<file path="src/rtl/alu_cmd_issuer.sv">
// alu_cmd_issuer: accepts one ALU command at a time, drives it onto an external ALU for
// ALU_LATENCY+1 cycles, captures the result and flags, and holds them as a response until
// the consumer takes it.
//
// Ports
//   clk, rst_n                  clock (rising edge), asynchronous active-low reset
//   cmd_valid/cmd_ready         command handshake; cmd_opcode, cmd_a, cmd_b command payload
//   en, oe, opcode, a, b        ALU enable/output enable and latched operation to the ALU
//   alu_out, cf, of, sf, zf     ALU result and flags
//   rsp_valid/rsp_ready         response handshake; rsp_data, rsp_flags {cf,of,sf,zf}, rsp_err
//   op_count                    number of completed legal operations (wraps)
module alu_cmd_issuer #(
  parameter int unsigned WIDTH       = 8,
  parameter int unsigned ALU_LATENCY = 1  // legal 1..4
) (
  input  logic             clk,
  input  logic             rst_n,
  input  logic             cmd_valid,
  output logic             cmd_ready,
  input  logic [3:0]       cmd_opcode,
  input  logic [WIDTH-1:0] cmd_a,
  input  logic [WIDTH-1:0] cmd_b,
  output logic             en,
  output logic             oe,
  output logic [3:0]       opcode,
  output logic [WIDTH-1:0] a,
  output logic [WIDTH-1:0] b,
  input  logic [WIDTH-1:0] alu_out,
  input  logic             cf,
  input  logic             of,
  input  logic             sf,
  input  logic             zf,
  output logic             rsp_valid,
  input  logic             rsp_ready,
  output logic [WIDTH-1:0] rsp_data,
  output logic [3:0]       rsp_flags,
  output logic             rsp_err,
  output logic [15:0]      op_count
);

  typedef enum logic [1:0] {StIdle, StIssue, StWait, StRespond} state_e;

  localparam logic [2:0] WaitLast = 3'(ALU_LATENCY - 1);

  state_e           state_q, state_d;
  logic [2:0]       wait_cnt_q, wait_cnt_d;
  logic [3:0]       opcode_q, opcode_d;
  logic [WIDTH-1:0] a_q, a_d, b_q, b_d;
  logic [WIDTH-1:0] rsp_data_q, rsp_data_d;
  logic [3:0]       rsp_flags_q, rsp_flags_d;
  logic             rsp_err_q, rsp_err_d;
  logic             rsp_valid_q, rsp_valid_d;
  logic [15:0]      op_count_q, op_count_d;
  logic             cmd_legal;

  assign cmd_legal = (cmd_opcode >= 4'd2) && (cmd_opcode <= 4'd7);

  always_comb begin
    state_d     = state_q;
    wait_cnt_d  = wait_cnt_q;
    opcode_d    = opcode_q;
    a_d         = a_q;
    b_d         = b_q;
    rsp_data_d  = rsp_data_q;
    rsp_flags_d = rsp_flags_q;
    rsp_err_d   = rsp_err_q;
    rsp_valid_d = rsp_valid_q;
    op_count_d  = op_count_q;
    unique case (state_q)
      StIdle: begin
        if (cmd_valid) begin
          opcode_d = cmd_opcode;
          a_d      = cmd_a;
          b_d      = cmd_b;
          if (cmd_legal) begin
            state_d = StIssue;
          end else begin
            // Illegal opcodes never reach the ALU: answer with an error right away.
            state_d     = StRespond;
            rsp_valid_d = 1'b1;
            rsp_err_d   = 1'b1;
            rsp_data_d  = '0;
            rsp_flags_d = '0;
          end
        end
      end
      StIssue: begin
        wait_cnt_d = '0;
        state_d    = StWait;
      end
      StWait: begin
        if (wait_cnt_q == WaitLast) begin
          state_d     = StRespond;
          rsp_valid_d = 1'b1;
          rsp_err_d   = 1'b0;
          rsp_data_d  = alu_out;
          rsp_flags_d = {cf, of, sf, zf};
        end else begin
          wait_cnt_d = wait_cnt_q + 3'd1;
        end
      end
      StRespond: begin
        if (rsp_ready) begin
          state_d     = StIdle;
          rsp_valid_d = 1'b0;
          rsp_err_d   = 1'b0;
          if (!rsp_err_q) begin
            op_count_d = op_count_q + 16'd1;
          end
        end
      end
      default: state_d = StIdle;
    endcase
  end

  always_ff @(posedge clk or negedge rst_n) begin
    if (!rst_n) begin
      state_q     <= StIdle;
      wait_cnt_q  <= '0;
      opcode_q    <= '0;
      a_q         <= '0;
      b_q         <= '0;
      rsp_data_q  <= '0;
      rsp_flags_q <= '0;
      rsp_err_q   <= 1'b0;
      rsp_valid_q <= 1'b0;
      op_count_q  <= '0;
    end else begin
      state_q     <= state_d;
      wait_cnt_q  <= wait_cnt_d;
      opcode_q    <= opcode_d;
      a_q         <= a_d;
      b_q         <= b_d;
      rsp_data_q  <= rsp_data_d;
      rsp_flags_q <= rsp_flags_d;
      rsp_err_q   <= rsp_err_d;
      rsp_valid_q <= rsp_valid_d;
      op_count_q  <= op_count_d;
    end
  end

  // Gated by rst_n so the command port reads not-ready for the whole reset window.
  assign cmd_ready = (state_q == StIdle) && rst_n;
  assign en        = (state_q == StIssue) || (state_q == StWait);
  assign oe        = en;
  assign opcode    = opcode_q;
  assign a         = a_q;
  assign b         = b_q;
  assign rsp_valid = rsp_valid_q;
  assign rsp_data  = rsp_data_q;
  assign rsp_flags = rsp_flags_q;
  assign rsp_err   = rsp_err_q;
  assign op_count  = op_count_q;

endmodule

</file>
<file path="config.mk">
export PLATFORM = sky130hd
export DESIGN_NAME = alu_cmd_issuer
export DESIGN_NICKNAME = d
export VERILOG_FILES = /design/src/rtl/alu_cmd_issuer.sv
export SDC_FILE = /design/constraint.sdc
export NUM_CORES = 1
export LEC_CHECK = 0
export ABC_AREA = 1
export BUFFER_PORTS_ARGS = -buffer_cell sky130_fd_sc_hd__buf_2
export CAP_MARGIN = 40
export CORE_ASPECT_RATIO = 1.5
export CORE_MARGIN = 2
export CORE_UTILIZATION = 50
export CTS_CLUSTER_SIZE = 14
export DETAILED_ROUTE_END_ITERATION = 16
export PLACE_DENSITY = 0.9
export SKIP_CTS_REPAIR_TIMING = 1
export SKIP_LAST_GASP = 1
export SYNTH_ARGS = -nofsm -noshare
export SYNTH_HDL_FRONTEND = slang
export SYNTH_SLANG_ARGS = --single-unit
</file>
<file path="constraint.sdc">
create_clock -name clk -period 3.7 [get_ports clk]
set_clock_uncertainty 0.05 [all_clocks]
set_input_delay 0.37 -clock clk [delete_from_list [all_inputs] [get_ports clk]]
set_output_delay 0.37 -clock clk [all_outputs]
set_load 0.01 [all_outputs]
</file>
Word-level counts from Yosys, hierarchy flattened
Index checks and enable logic that the tools add are counted.
Cells by class
  bitwise logic cells: 1
  add/subtract/negate cells: 2
  reductions and logical operators: 14
  multiplexer cells: 22
  equal/unequal tests: 8
  $lt $le $gt $ge: 2
Operator list (count)
  $mux 8: 3
  $add 16x1->16 const B: 1
  $pmux 8 s2: 1
  $mux 4: 3
  $ne 2x2->1 const B: 5
  $mux 2: 4
  $pmux 2 s4: 1
  $pmux 4 s2: 1
  $pmux 1 s3: 2
  $pmux 3 s2: 1
  $reduce_and 3->1: 2
  $mux 1: 5
  $reduce_and 5->1: 1
  $eq 2x2->1 const B: 2
  $ge 4x2->1 const B: 1
  $le 4x3->1 const B: 1
  $reduce_and 2->1: 2
  $reduce_and 4->1: 1
  $reduce_bool 2->1: 2
  $add 3x1->3 const B: 1
  $logic_not 3->1: 1
  $mux 3: 1
  $reduce_bool 3->1: 1
  $eq 2x1->1 const B: 1
  4 further kinds: 5
Word-level totals
  bits in registers: 55
  output and inout port bits: 53
  logic and storage cells: 59

Depth between registers and ports, before layout
Gate-level depths: netlist (run 1).
  word-level depth: 5
  depth in mapped cells: 9
  depth with buffers taken out: 8

Worst setup path after synthesis (run 1)
OpenSTA, ideal clock, no wires.
  kind: register to register
  start point: register state_q[0]
  end point: register a_q[3], in the netlist a[3]
  library setup time: 0.125 ns
  cell stages (with the launch flop): 6
  path buffers: 1
  arrival: 1.335 ns
  data required time: 3.525 ns
  setup slack: 2.191 ns
  period minus slack after synthesis: 1.509 ns
  cell sequence: dfrtp_1 inv_1 ha_1 nand2_1 buf_2 mux2_2
On the way
  longest elaborated chain between the ends: 2
Ends and longest elaborated chain
  start, declared: line 45  | state_e state_q, state_d;
  start signal, assigned: line 118  | state_q <= StIdle;
  start signal, assigned: line 129  | state_q <= state_d;
  $logic_not 2->1: line 69  | unique case (state_q)
  $reduce_and 2->1 (no line)
  end signal, assigned: line 121  | a_q <= '0;
  end signal, assigned: line 132  | a_q <= a_d;
  end, declared: line 48  | logic [WIDTH-1:0] a_q, a_d, b_q, b_d;
Every way passes these cells.
A chain may end at the register's enable or synchronous reset.

Final worst setup path (run 1)
  start point: register state_q[0]
  end point: register rsp_flags_q[2], in the netlist rsp_flags[2]
On the way
  longest elaborated chain between the ends: 3
  elaborated cells on any way between the ends: 8
Ends and longest elaborated chain
  $eq 2x2->1 / $logic_not 2->1 (equally long branches): line 69
  $ne 2x2->1 (no line) / $reduce_bool 2->1 (equally long branches)
  $reduce_and 4->1 (no line)
  end signal, assigned: line 135  | rsp_flags_q <= rsp_flags_d;
  end, declared: line 50  | logic [3:0] rsp_flags_q, rsp_flags_d;
Several ways; a longest one is shown, not always the timed one.

==> metrics.cfg, run 1 <==
[power_and_ir_drop]
cellLeakagePower_nw=1.63
p_sw_uw=759
power_density_nw_per_um2=675
swShare_pct=37.3
power.clock.fraction_pct=14.5
design_power_total_mw=2.04
pwr-share-comb_pct=41.5
pwr-share-seq_pct=44.0
irDropWorstVdd_mv=0.388
internal_power_mw=1.28

[timing]
number_of_setup_violations_in_the_final_report=0
final.setup.tns_ps=0
grt_setup_unrepaired=false
max_slew.worst_pin.slew_ps=780
finalHoldViolCount=0
finalWorstSetupSlack_ps=1750
maxSlewViolCount=0
finalWorstPathRequiredPeriod_ps=1950
maxSlewHeadroom_pct=47.9
final_min_period_over_clock_period_pct=52.6
final.hold.worst_slack_ps=188
fmaxAchievable_ghz=0.513

[global_routing]
grt_pass1_vias=2027
largest_net_degree_at_the_start_of_global_routing=56
grt_first_pass_wirelength_um=8540
grt.total_usage_pct=20.0
antenna_violations_before_repair=0
grt_remaining_overflow=0

[critical_path]
critPathCaptureType=register
start_kind=register
crit_fanout=24
reg2reg_setup_slack_ps=1750
worst_r2r_startpoint=state_q[0]
worst_ep_required_time_ps=3870
worstSetupPathType=reg -> reg
cp_slowest_cell=sky130_fd_sc_hd__ha_1
worstReg2RegEnd=rsp_flags[2]
setup.worst_path.start=state_q[0]
worst_r2r_path_depth=8
crit_chain=inv_1 -> ha_1 -> inv_2 -> a21oi_4 -> nor2_2 -> nand2_4 -> nand2_1 -> o21ai_1
slowest_delay_ps=540
worstPathArrival_ps=2110

[yosys]
yosys_register_bits=55
synthesis.area_sq_um=2450
synth-edff-count=0
ys_async_sr_fraction_pct=100
synth_cell_types=26
syn_area_per_cell_sq_um=10.1
postSynthCellCount=242
synth.area.top_cells=sky130_fd_sc_hd__dfrtp_1 (56%), sky130_fd_sc_hd__nand2_1 (9.5%), sky130_fd_sc_hd__mux2_2 (8.3%)
number_of_nets_in_the_synthesized_netlist=286
synth.yosys.warnings=0
yosys.area.top_type_share_pct=56.1
synth_largest_area_cell=sky130_fd_sc_hd__dfrtp_1
synth_flop_cell=sky130_fd_sc_hd__dfrtp_1
synth_seq_area_share_pct=56.1

[die]
chipHeight_um=89.8
dieArea_sq_um=5500
floorplan.initialDensity_pct=51.4
core-area_sq_um=4770
placement_rows=31
pin_count=89
die_w_um=61.2

[placement]
place.gp.congestion=0.808
dp_hpwl_um=3780
buffer_ports.inserted=88
placement.cell_area_sq_um=2940
dp.cells=391
post-place-ws_ps=1760

[layout]
finished_core_util_pct=63.2
post_route_cells_drive_above_1_share_pct=36.0
finalNetCount=376
finalNonFillerCells=397
final_area_sq_um=3020
antenna_cells_inserted=0
relative_area_change_from_synthesis_to_final_layout_pct=22.9

[route]
first_iter_violations=101
routed_wire_length_per_instance_um=12.3
routed-via-count=1963
wl_um=4900
post_drt_via_cell_ratio=4.94
ant_nets=0
firstDrtPassIters=4
drcViolationCount=0

[clock_tree]
ctsRootBufferMaster=sky130_fd_sc_hd__clkbuf_8
ctsLongestPathBuffers=2
tritoncts_num_sinks=55
tritoncts_clock_tree=yes
clk-insertion-delay-late_ps=300
post_cts_clock_slew_at_the_launch_and_capture_registers_of_the_worst_setup_and_hold_paths_ps=90
htree_levels=2
cts_buffers=5

[run]
cap_viol_max_count=0

[worst_hold_path]
min-delay-path-class=in -> async

[outcome]
run_status=finished clean

-- final cells by class --
| class | instances | area (sq um) |
|---|---|---|
| fillers | 421 | 1750 |
| clock buffers | 6 | 72.6 |
| flip-flops and latches | 55 | 1380 |
| well taps | 66 | 82.6 |
| inverters | 25 | 93.8 |
| multi-input cells | 156 | 943 |
| repair buffers | 89 | 448 |
-- per-layer routing --
layer,global-route usage (%),wire [um]
met1,21.1,1810
met2,37.3,2800
met3,3.17,177
met4,7.25,109
met5,0,0
-- worst max-delay path: cells and delay by family (launching register included) --
family          cells  cell delay (ps)
compound gates      2              270
fa+ha+maj           1              540
buf+inv             2              250
flops               1              410
simple gates        3              350
-- state kept, by name, summed over array words and instances, names as in the netlist --
signal and flops:
state_q 2, b 8, rsp_valid 1, wait_cnt_q 3, op_count 16, opcode 4, a 8, rsp_err 1
rsp_flags 4, rsp_data 8
-- cell families (layout without fill, tap and decap cells) --
logic type	after synthesis	in the layout	synth area share (%)
compound gates	29	29	6.63
simple gates	89	89	15.2
mux	18	18	8.26
flops	55	55	56.1
fa+ha+maj	8	8	4.08
xor+xnor	12	12	4.28
buf+inv	31	120	5.46
-- power by group through the flow --
stage	clock network (mW)	logic, mW	registers, mW
final	0.296	0.845	0.895
after global routing	0.331	0.944	0.920
after CTS	0.308	0.857	0.897
after detailed placement	0	0.857	0.907
after global placement	0	0.816	0.900
after floorplan	0	0.498	0.982
-- synthesized netlist by cell type, types with 2 or more instances --
master	n
sky130_fd_sc_hd__nor3_1	2
sky130_fd_sc_hd__buf_2	2
sky130_fd_sc_hd__buf_4	2
sky130_fd_sc_hd__nand2_1	62
sky130_fd_sc_hd__o21ai_0	12
sky130_fd_sc_hd__xor2_1	7
sky130_fd_sc_hd__o21ai_1	12
sky130_fd_sc_hd__ha_1	8
sky130_fd_sc_hd__xnor2_1	5
sky130_fd_sc_hd__nand3_1	6
sky130_fd_sc_hd__nand4_1	3
sky130_fd_sc_hd__nor2_1	11
sky130_fd_sc_hd__mux2_2	18
sky130_fd_sc_hd__nor2_2	3
sky130_fd_sc_hd__dfrtp_1	55
sky130_fd_sc_hd__inv_1	24
-- how the worst max path moves through the flow --
| stage | to | slack, ps |
|---|---|---|
| final | rsp_flags[2] | 1750 |
| after global routing | rsp_data[2] | 1550 |
| after CTS | rsp_flags[2] | 1760 |
| after detailed placement | rsp_flags[2] | 1760 |
| after global placement | b[0] | 1840 |
| after floorplan | a[3] | 2190 |
-- placed cells by master, fill, tap and decap left out --
master                     synthesis  routed
sky130_fd_sc_hd__o21bai_1          1       1
sky130_fd_sc_hd__a21oi_4           1       1
sky130_fd_sc_hd__buf_4             2       1
sky130_fd_sc_hd__o21ai_0          12      12
sky130_fd_sc_hd__nand2_4           1       1
sky130_fd_sc_hd__o211ai_1          1       1
sky130_fd_sc_hd__nor2_2            3       3
sky130_fd_sc_hd__inv_2             1       1
sky130_fd_sc_hd__ha_1              8       8
sky130_fd_sc_hd__o22ai_1           1       1
sky130_fd_sc_hd__dfrtp_1          55      55
sky130_fd_sc_hd__nand4_1           3       3
sky130_fd_sc_hd__mux2_2           18      18
sky130_fd_sc_hd__buf_2             2      88
sky130_fd_sc_hd__xor2_1            7       7
sky130_fd_sc_hd__nand2_1          62      62
sky130_fd_sc_hd__a21oi_1           1       1
sky130_fd_sc_hd__nand3_1           6       6
sky130_fd_sc_hd__nor2_1           11      11
sky130_fd_sc_hd__nor3_1            2       2
sky130_fd_sc_hd__xnor2_1           5       5
sky130_fd_sc_hd__o21ai_1          12      12
sky130_fd_sc_hd__nand3_2           1       1
sky130_fd_sc_hd__clkbuf_1          1       1
sky130_fd_sc_hd__inv_1            24      24
sky130_fd_sc_hd__clkbuf_8          0       5
(Power assumes the default switching activity.)
==> inputs of run 2 (changes only) <==
Settings changed: ABC_AREA 1 to 0, PLACE_DENSITY 0.9 to 0.89.
Clock period 3.7 ns to 1.9 ns, I/O delays scaled along.
==> run 2 against run 1 <==
Compared with the run above: the run now ends with negative hold slack left; cell count fell by 2.5%; via count rose by 5.2%; global-route usage grew 0.19 points; largest power group is now combinational logic; highest routed layer unchanged.
==> metrics.cfg, run 2 <==
[clock_tree]
clk-insertion-delay-late_ps=290
post_cts_clock_slew_at_the_launch_and_capture_registers_of_the_worst_setup_and_hold_paths_ps=90
htree_levels=2
tritoncts_clock_tree=yes
ctsRootBufferMaster=sky130_fd_sc_hd__clkbuf_8
tritoncts_num_sinks=55
ctsLongestPathBuffers=2
cts_buffers=5

[timing]
final.setup.tns_ps=0
final.hold.worst_slack_ps=-27.3
maxSlewViolCount=0
finalWorstSetupSlack_ps=138
number_of_setup_violations_in_the_final_report=0
grt_setup_unrepaired=false
max_slew.worst_pin.slew_ps=677
final_min_period_over_clock_period_pct=92.7
finalHoldViolCount=20
fmaxAchievable_ghz=0.568
maxSlewHeadroom_pct=54.9
finalWorstPathRequiredPeriod_ps=1760

[layout]
finalNonFillerCells=387
flip_flop_count_of_the_largest_register_after_layout=16
most_frequent_cells_in_the_layout=sky130_fd_sc_hd__buf_2 (88), sky130_fd_sc_hd__dfrtp_1 (55), sky130_fd_sc_hd__nand3_1 (39)
finalNetCount=366
post_route_cells_drive_above_1_share_pct=40.5
fillCellCount=432
antenna_cells_inserted=0
final_common_cell=sky130_fd_sc_hd__buf_2
relative_area_change_from_synthesis_to_final_layout_pct=24.2

[route]
first_iter_violations=95
drcViolationCount=0
post_drt_via_cell_ratio=5.34
firstDrtPassIters=4
routed_wire_length_per_instance_um=14.1
ant_nets=0
routed-via-count=2065
wl_um=5440

[critical_path]
worst_ep_required_time_ps=2030
start_kind=register
critPathCaptureType=register
worstPathArrival_ps=1890
worstSetupPathType=reg -> reg
crit_fanout=5

[placement]
dp_hpwl_um=4210
place.gp.congestion=0.747
post-place-ws_ps=122
dp.cells=380
buffer_ports.inserted=88

[global_routing]
antenna_violations_before_repair=0
grt_remaining_overflow=0
grt_pass1_vias=2100
grt_first_pass_wirelength_um=9360
largest_net_degree_at_the_start_of_global_routing=56
grt.total_usage_pct=20.2

[run]
cap_viol_max_count=0

[yosys]
synth.yosys.warnings=0
syn_area_per_cell_sq_um=11.2
postSynthCellCount=229
ys_async_sr_fraction_pct=100
synth_cell_types=37
yosys.area.top_type_share_pct=53.9
synth_seq_area_share_pct=53.9
synthesis.area_sq_um=2550
synth_flop_cell=sky130_fd_sc_hd__dfrtp_1
yosys_register_bits=55
yosys.cell_count.top_type=sky130_fd_sc_hd__dfrtp_1
number_of_nets_in_the_synthesized_netlist=273
synth.area.top_cells=sky130_fd_sc_hd__dfrtp_1 (54%), sky130_fd_sc_hd__mux2_2 (9.7%), sky130_fd_sc_hd__nand3_1 (7.6%)
synth-edff-count=0
ys_top_cells_by_count=sky130_fd_sc_hd__dfrtp_1 (55), sky130_fd_sc_hd__nand3_1 (39), sky130_fd_sc_hd__nand2_1 (24)
synth_largest_area_cell=sky130_fd_sc_hd__dfrtp_1

[die]
core-area_sq_um=4890
floorplan.initialDensity_pct=52.3
placement_rows=31
dieArea_sq_um=5710
chipHeight_um=91.5
die_w_um=62.4
pin_count=89

[worst_hold_path]
min-delay-path-class=in -> async

[outcome]
run_status=complete, but fails checks
failing_checks=negative hold slack

[power_and_ir_drop]
irDropWorstVdd_mv=0.991
power_density_nw_per_um2=1410
cellLeakagePower_nw=1.60

run 2: cell types whose count changed after synthesis, sizes merged, moves of 5 or more:
cell,delta
nand2,-39
nand3,+32
o21ai,-19
inv,-17
nor2,-11
xnor2,+9
clkbuf,+7
mux2,+6
xor2,-6
and2,+5
run 2: area by class of cell:
type | instances | area, sq um | area share, %
Clock buffer | 5 | 68.8 | 2.17
Multi-Input combinational cell | 154 | 1090 | 34.4
Timing Repair Buffer | 98 | 515 | 16.3
Tap cell | 66 | 82.6 | 2.60
Clock inverter | 1 | 7.51 | 0.237
Inverter | 8 | 30.0 | 0.947
Sequential cell | 55 | 1380 | 43.4
run 2: per-layer routing:
metal	global-route usage, %	up-vias	share of wire [%]
met5	0	-	0
met4	5.56	0	1.0
met3	4.34	6	5.3
met2	37.5	73	53
met1	23.3	1007	41
li1	-	979	-
run 2: through the flow:
step | power, mW | utilization [%] | area, sq um
after CTS | 4.50 | 64.7 | 3160
after global placement | 3.79 | 63.1 | 3090
after global routing | 4.81 | 64.9 | 3170
after detailed placement | 3.91 | 63.1 | 3090
after floorplan | 3.10 | - | 2550
final | 4.47 | 64.9 | 3170
run 2: worst paths after layout:
path / start / endpoint / cells after the start / slack, ps
max: state_q[0] / rsp_valid / 5 / 140
max reg2reg: state_q[0] / rsp_valid / 5 / 140
max in group asynchronous: rst_n / rsp_data[7] / 2 / 1360
min: rst_n / wait_cnt_q[1] / 2 / -30
min in group clk: of / rsp_flags[2] / 3 / 60
min reg2reg: op_count[15] / op_count[15] / 1 / 440
run 2: logic make-up (layout without fill, tap and decap cells):
| family | count (synthesis) | count (layout) | share of synthesized area (%) |
|---|---|---|---|
| simple gates | 88 | 88 | 17.6 |
| flops | 55 | 55 | 53.9 |
| mux | 24 | 24 | 10.6 |
| buf+inv | 20 | 112 | 3.48 |
| compound gates | 19 | 19 | 5.39 |
| xor+xnor | 15 | 15 | 5.14 |
| fa+ha+maj | 8 | 8 | 3.92 |
run 2: where the power goes:
group | total (mW) | internal [mW] | switching, mW | leakage (nW)
Sequential | 1.87 | 1.59 | 0.281 | 0.692
Combinational | 2.01 | 0.964 | 1.05 | 0.871
Clock | 0.589 | 0.245 | 0.343 | 0.0361
Total | 4.47 | 2.80 | 1.67 | 1.60
run 2: critical path, stage by stage, from the launching register on:
cell and delay (ps):
sky130_fd_sc_hd__dfrtp_1 410, sky130_fd_sc_hd__inv_1 100, sky130_fd_sc_hd__ha_2 220, sky130_fd_sc_hd__a222oi_1 400, sky130_fd_sc_hd__nand2_1 140, sky130_fd_sc_hd__mux2_1 330
